**src/rtl/cpu_pkg.sv**
```systemverilog
// rtl/cpu_pkg.sv - shared types and constants for the single-cycle MIPS core
//
// Contents:
//   INSTR_W                 instruction width
//   IMM_LSB/IMM_MSB         16-bit immediate field slice
//   JTARGET_MSB             top bit of the 26-bit jump target field
//   OP_BEQ/OP_J             opcode constants (used by the control benches)
//   fetch_state_e           RUN / HALT / FAULT
//   sign_ext_imm()          16 -> 32 bit sign extension
package cpu_pkg;

  localparam int INSTR_W     = 32;
  localparam int IMM_LSB     = 0;
  localparam int IMM_MSB     = 15;
  localparam int JTARGET_MSB = 25;

  localparam logic [5:0] OP_BEQ = 6'h04;
  localparam logic [5:0] OP_J   = 6'h02;

  typedef enum logic [1:0] {
    ST_RUN   = 2'd0,
    ST_HALT  = 2'd1,
    ST_FAULT = 2'd2
  } fetch_state_e;

  function automatic logic [31:0] sign_ext_imm(input logic [15:0] imm);
    return {{16{imm[15]}}, imm};
  endfunction

endpackage

```
**src/rtl/pc_fetch_unit_if.sv**
```systemverilog
// rtl/pc_fetch_unit_if.sv - signal bundle between the core and the PC fetch unit
//
// master: drives enable, instruction, control flags, rs value, halt request;
//         observes pc, pc_plus4, status and retired-instruction count.
// slave : the fetch unit itself.
interface pc_fetch_unit_if;
  import cpu_pkg::*;

  logic               en;
  logic [INSTR_W-1:0] instr;
  logic               branch;
  logic               zero;
  logic               jump;
  logic               jr;
  logic [31:0]        rs_data;
  logic               halt_req;

  logic [31:0]        pc;
  logic [31:0]        pc_plus4;
  logic               halted;
  logic               fault;
  logic [31:0]        fault_pc;
  logic [31:0]        instr_count;

  modport master (
    output en, instr, branch, zero, jump, jr, rs_data, halt_req,
    input  pc, pc_plus4, halted, fault, fault_pc, instr_count
  );

  modport slave (
    input  en, instr, branch, zero, jump, jr, rs_data, halt_req,
    output pc, pc_plus4, halted, fault, fault_pc, instr_count
  );

endinterface

```
**src/rtl/pc_next_sel.sv**
```systemverilog
// rtl/pc_next_sel.sv - combinational next-PC selection
//
// Inputs : pc, instr, branch, zero, jump, jr, rs_data
// Outputs: next_pc  selected successor (jr > jump > taken beq > pc+4)
//          pc_plus4 pc+4 mod 2^32
module pc_next_sel
  import cpu_pkg::*;
(
  input  logic [31:0]        pc,
  input  logic [INSTR_W-1:0] instr,
  input  logic               branch,
  input  logic               zero,
  input  logic               jump,
  input  logic               jr,
  input  logic [31:0]        rs_data,
  output logic [31:0]        next_pc,
  output logic [31:0]        pc_plus4
);

  logic [31:0] seq;
  logic [31:0] btgt;
  logic [31:0] jtgt;
  logic        unused_opcode;

  assign seq      = pc + 32'd4;
  assign pc_plus4 = seq;

  // Branch offset is a word offset relative to the delay-free pc+4.
  assign btgt = seq + (sign_ext_imm(instr[IMM_MSB:IMM_LSB]) << 2);

  // Jump keeps the 256 MB region of pc+4, not of pc.
  assign jtgt = {seq[31:28], instr[JTARGET_MSB:0], 2'b00};

  // Opcode bits are decoded upstream by control; not needed here.
  assign unused_opcode = ^instr[INSTR_W-1:JTARGET_MSB+1];

  always_comb begin
    next_pc = seq;
    if (jr) begin
      next_pc = rs_data;
    end else if (jump) begin
      next_pc = jtgt;
    end else if (branch && zero) begin
      next_pc = btgt;
    end
  end

endmodule

```
**src/rtl/pc_fetch_unit.sv**
```systemverilog
// rtl/pc_fetch_unit.sv - program-counter stage with run/halt/fault control
//
// Ports:
//   clk  rising-edge clock
//   rst  asynchronous, active-high reset
//   bus  pc_fetch_unit_if.slave:
//          en, instr, branch, zero, jump, jr, rs_data, halt_req  (in)
//          pc, pc_plus4, halted, fault, fault_pc, instr_count    (out)
//
// Parameters:
//   RESET_PC    pc after reset
//   IMEM_DEPTH  instruction memory depth in words; legal pc is word-aligned
//               and below 4*IMEM_DEPTH
module pc_fetch_unit
  import cpu_pkg::*;
#(
  parameter logic [31:0] RESET_PC   = 32'h0000_0000,
  parameter int          IMEM_DEPTH = 64
) (
  input logic           clk,
  input logic           rst,
  pc_fetch_unit_if.slave bus
);

  localparam logic [31:0] DEPTH_W = 32'(IMEM_DEPTH);

  fetch_state_e state_q;
  logic [31:0]  pc_q;
  logic [31:0]  fault_pc_q;
  logic [31:0]  count_q;
  logic         halted_q;
  logic         fault_q;

  logic [31:0]  next_pc;
  logic [31:0]  pc_plus4;
  logic         next_legal;

  pc_next_sel u_next_sel (
    .pc       (pc_q),
    .instr    (bus.instr),
    .branch   (bus.branch),
    .zero     (bus.zero),
    .jump     (bus.jump),
    .jr       (bus.jr),
    .rs_data  (bus.rs_data),
    .next_pc  (next_pc),
    .pc_plus4 (pc_plus4)
  );

  // Word index compared unsigned against the memory depth.
  assign next_legal = (next_pc[1:0] == 2'b00) &&
                      ({2'b00, next_pc[31:2]} < DEPTH_W);

  // halted/fault are kept as registered decodes of the state so they are
  // glitch-free and mutually exclusive by construction.
  always_ff @(posedge clk or posedge rst) begin
    if (rst) begin
      state_q    <= ST_RUN;
      pc_q       <= RESET_PC;
      fault_pc_q <= 32'h0;
      count_q    <= 32'h0;
      halted_q   <= 1'b0;
      fault_q    <= 1'b0;
    end else begin
      case (state_q)
        ST_RUN: begin
          if (bus.en) begin
            if (bus.halt_req) begin
              state_q  <= ST_HALT;
              halted_q <= 1'b1;
            end else if (next_legal) begin
              pc_q <= next_pc;
              if (count_q != 32'hFFFF_FFFF) begin
                count_q <= count_q + 32'd1;
              end
            end else begin
              state_q    <= ST_FAULT;
              fault_q    <= 1'b1;
              fault_pc_q <= next_pc;
            end
          end
        end
        ST_HALT: begin
          state_q <= ST_HALT;
        end
        ST_FAULT: begin
          state_q <= ST_FAULT;
        end
        default: begin
          state_q  <= ST_FAULT;
          fault_q  <= 1'b1;
          halted_q <= 1'b0;
        end
      endcase
    end
  end

  assign bus.pc          = pc_q;
  assign bus.pc_plus4    = pc_plus4;
  assign bus.halted      = halted_q;
  assign bus.fault       = fault_q;
  assign bus.fault_pc    = fault_pc_q;
  assign bus.instr_count = count_q;

endmodule

```
**src/flat_wrapper.sv**
```systemverilog
// flat-port wrapper written by rule: the top's interface ports become plain ports
module pc_fetch_unit_flat import cpu_pkg::*;
#(
  parameter logic [31:0] RESET_PC   = 32'h0000_0000,
  parameter int          IMEM_DEPTH = 64
)
  (clk, rst, bus_en, bus_instr, bus_branch, bus_zero, bus_jump, bus_jr, bus_rs_data, bus_halt_req, bus_pc, bus_pc_plus4, bus_halted, bus_fault, bus_fault_pc, bus_instr_count);
  pc_fetch_unit_if bus_i ();
  input logic clk;
  input logic rst;
  input wire logic [$bits(bus_i.en)-1:0] bus_en;
  input wire logic [$bits(bus_i.instr)-1:0] bus_instr;
  input wire logic [$bits(bus_i.branch)-1:0] bus_branch;
  input wire logic [$bits(bus_i.zero)-1:0] bus_zero;
  input wire logic [$bits(bus_i.jump)-1:0] bus_jump;
  input wire logic [$bits(bus_i.jr)-1:0] bus_jr;
  input wire logic [$bits(bus_i.rs_data)-1:0] bus_rs_data;
  input wire logic [$bits(bus_i.halt_req)-1:0] bus_halt_req;
  output wire logic [$bits(bus_i.pc)-1:0] bus_pc;
  output wire logic [$bits(bus_i.pc_plus4)-1:0] bus_pc_plus4;
  output wire logic [$bits(bus_i.halted)-1:0] bus_halted;
  output wire logic [$bits(bus_i.fault)-1:0] bus_fault;
  output wire logic [$bits(bus_i.fault_pc)-1:0] bus_fault_pc;
  output wire logic [$bits(bus_i.instr_count)-1:0] bus_instr_count;
  assign bus_i.en = bus_en;
  assign bus_i.instr = bus_instr;
  assign bus_i.branch = bus_branch;
  assign bus_i.zero = bus_zero;
  assign bus_i.jump = bus_jump;
  assign bus_i.jr = bus_jr;
  assign bus_i.rs_data = bus_rs_data;
  assign bus_i.halt_req = bus_halt_req;
  assign bus_pc = bus_i.pc;
  assign bus_pc_plus4 = bus_i.pc_plus4;
  assign bus_halted = bus_i.halted;
  assign bus_fault = bus_i.fault;
  assign bus_fault_pc = bus_i.fault_pc;
  assign bus_instr_count = bus_i.instr_count;
  pc_fetch_unit #(.RESET_PC(RESET_PC), .IMEM_DEPTH(IMEM_DEPTH)) u_core (.clk(clk), .rst(rst), .bus(bus_i));
endmodule
```
**config.mk**
```make
export PLATFORM = sky130hd
export DESIGN_NAME = pc_fetch_unit_flat
export DESIGN_NICKNAME = d
export VERILOG_FILES = /design/src/rtl/cpu_pkg.sv /design/src/rtl/pc_fetch_unit_if.sv /design/src/rtl/pc_next_sel.sv /design/src/rtl/pc_fetch_unit.sv /design/src/flat_wrapper.sv
export SDC_FILE = /design/constraint.sdc
export NUM_CORES = 1
export LEC_CHECK = 0
export CAP_MARGIN = 20
export CORE_MARGIN = 4
export CORE_UTILIZATION = 45
export DETAILED_ROUTE_END_ITERATION = 16
export HOLD_SLACK_MARGIN = 0.02
export MAX_ROUTING_LAYER = met4
export PLACE_DENSITY = 0.74
export SLEW_MARGIN = 10
export SYNTH_ARGS = -nofsm -noshare
export SYNTH_HDL_FRONTEND = slang
export SYNTH_HIERARCHICAL = 1
export SYNTH_SLANG_ARGS = --single-unit
export TNS_END_PERCENT = 20
```
**constraint.sdc**
```tcl
create_clock -name clk -period 9 [get_ports clk]
set_clock_uncertainty 0.2 [all_clocks]
set_input_delay 1.8 -clock clk [delete_from_list [all_inputs] [get_ports clk]]
set_output_delay 1.8 -clock clk [all_outputs]
set_load 0.01 [all_outputs]
```
==> summary.txt <==
Status - completed
Worst IR Drop VDD - 86.7 uV
WL per Instance - 19.3 um
Crit Path Category - in2reg
Vias - 6736
Placed Area - 9430 um2
Seq/Total Area, Yosys - 33.8%
Initial core utilization - 46.3%
Critical Path Start - bus_instr[15]
Number of hold buffers added after cts - 0
Netlist cell types - 77
Crit path max-delay cell type - clkdlybuf4s50_1
Initial antenna violation count - 0
Via/cell ratio - 5.68
Register bit count reported by yosys - 100
Worst hold path class - reg2reg
Rows - 46
Critical path arrival - 7080 ps
Slew headroom - 38.3%
Post-route cell area - 9720 um2
Num ports - 202
Total global routing overflow - 0
Number of I/O port buffers - 195
Mapped Nets - 890
Fin cells - 1185
Drc violations - 0
PD cells - 97.8 nW/um2
CTS resizes - 0
Longest Clk Path Bufs - 2
Count leader, synth - dfrtp_1
Total core area - 16000 um2
R2r worst-path depth - 20
CP Cell Sequence - clkdlybuf4s50_1 -> ha_1 -> nand2_1 -> or3_1 -> or2_2 -> nor2_1 -> or2_1 -> o21ai_0 -> a21oi_1 -> o31ai_1 -> nor4_1 -> nand4_1 -> or3_4 -> nand2b_4 -> mux2_2
Period Utilization, post-route - 78.3%
Detailed placement HPWL - 17800 um
GP Congestion - 0.921
Top cell type's share of synthesized area - 33.8%
Number of global-route vias before repair - 6305
CTS tree - yes
Number of H-tree levels - 3
Worst slew pin tran - 923 ps
Power Total - 951 uW
CP required - 9030 ps
Largest area contributor in the netlist - dfrtp_1
Mapped Area - 7400 um2
Place WS - 1650 ps
Leak - 4.39 nW
Worst Hold Launch - u_core/bus.fault$_DFFE_PP0P_
Final ANT Viol Nets - 0
Worst-path fanout max - 32
Max-cap check violation count - 0
CTS Buf Count - 9
Yosys Warn Count - 6
Post-synth EDFFs - 0
Final setup margin - 1950 ps
Clock Tree Root - clkbuf_16
Fmax - 0.142 GHz
Global-route wire length before repair - 34800 um
Synth top area cells - dfrtp_1 (34%), ha_1 (6.6%), mux2_4 (6.1%)
Async SR Flop Fraction - 100%
CP Capture Type - register
Slowest stage delay, CP - 900 ps
Clock Latency Late Sink - 350 ps
Hold WS - 280 ps
Setup TNS - 0 ps
Syn Area/Cell - 9.51 um2
Tot GR Track Use - 24.7%
Largest net degree at the start of global routing - 56
Top post-synthesis cells by count - dfrtp_1 (100), nand2_1 (65), xnor2_1 (50), a21oi_1 (46), nor2_1 (42)
Reg2reg start - u_core/bus.pc[2]$_DFFE_PP0P_
Crit start category - input pin
Fraction of layout cells with a size suffix above 1 - 9.42%
Placed Cells - 1166
Final setup vio count - 0
Fin util - 60.8%
CTS clock-pin slew for the worst setup and hold paths - 70 ps
Final-stage net count - 1073
Area growth, synth to finish - 31.4%
Hold Path Stages - 1
First-pass iteration count of the detailed router - 5
Gate Count Post-Synth - 778
Ys flop type - dfrtp_1
Die area - 18600 um2
Slew Limit Fails - 0
Routed wire length - 22800 um
Clk sink count - 100
Die Width - 136 um
Setup repair bufs after CTS - 0
Initial DRC Count - 489
Min Clock Period, post-route - 7050 ps
Die height - 136 um
RSZ-0062 raised after global routing - false
Final hold vios - 0
-- critical path, delay by kind of cell --
kind / cells / cell delay (ps)
and+or+nand+nor: 9 / 2840
buffers and inverters: 1 / 900
adders and majority gates: 1 / 720
muxes: 1 / 410
AOI/OAI and AO/OA: 3 / 400
-- state kept, by name, summed over array words and instances (netlist names) --
signal / count
u_core/bus.halted: 1
u_core/bus.fault: 1
u_core/state_q: 2
u_core/bus.instr_count: 32
u_core/bus.fault_pc: 32
u_core/bus.pc: 32
-- worst paths after layout --
check,to,slack (ps)
worst min register to register,u_core/bus.fault$_DFFE_PP0P_,280
worst max-delay path,u_core/bus.fault_pc[29]$_DFFE_PP0P_,1950
worst min-delay path,u_core/bus.fault$_DFFE_PP0P_,280
min in group asynchronous,u_core/bus.instr_count[31]$_DFFE_PP0P_,1710
worst max register to register,u_core/bus.fault_pc[29]$_DFFE_PP0P_,2650
max in group asynchronous,u_core/bus.pc[26]$_DFFE_PP0P_,5860
-- cells in the final DEF (no fill, tap or decap), types with 30 or more instances in the layout --
cell / n
nor2b_1: 30
xnor2_1: 50
nand2_1: 65
mux2_4: 30
ha_1: 39
a21oi_1: 46
clkdlybuf4s50_1: 195
nor2_1: 42
dfrtp_1: 100
o21ai_0: 33
-- power by group --
group | internal (mW) | switching (mW) | total [mW]
clock network | 0.199 | 0.182 | 0.382
registers | 0.449 | 0.000171 | 0.449
logic | 0.0534 | 0.0670 | 0.120
total | 0.702 | 0.249 | 0.951
-- layout make-up --
class / count / area, um2
diodes: 3 / 7.51
repair buffers: 202 / 2000
flip-flops and latches: 100 / 2500
clock inverters: 5 / 43.8
inverters: 22 / 85.1
well taps: 216 / 270
fillers: 1433 / 6280
multi-input cells: 626 / 4570
clock buffers: 11 / 243
-- metal layers --
metal	wire length [um]	GRT usage, %	up-vias
met2	10300	36.0	271
met3	1580	2.74	31
li1	-	-	3232
met4	509	8.01	0
met5	0	-	-
met1	10500	36.0	3202
-- kinds of logic after synthesis --
family / share of synthesized area (%)
buf+inv: 4.48
flops: 33.8
fa+ha+maj: 6.86
simple gates: 21.1
compound gates: 16.6
mux: 7.88
xor+xnor: 9.33
No activity file was read; power rests on OpenSTA's default activity.
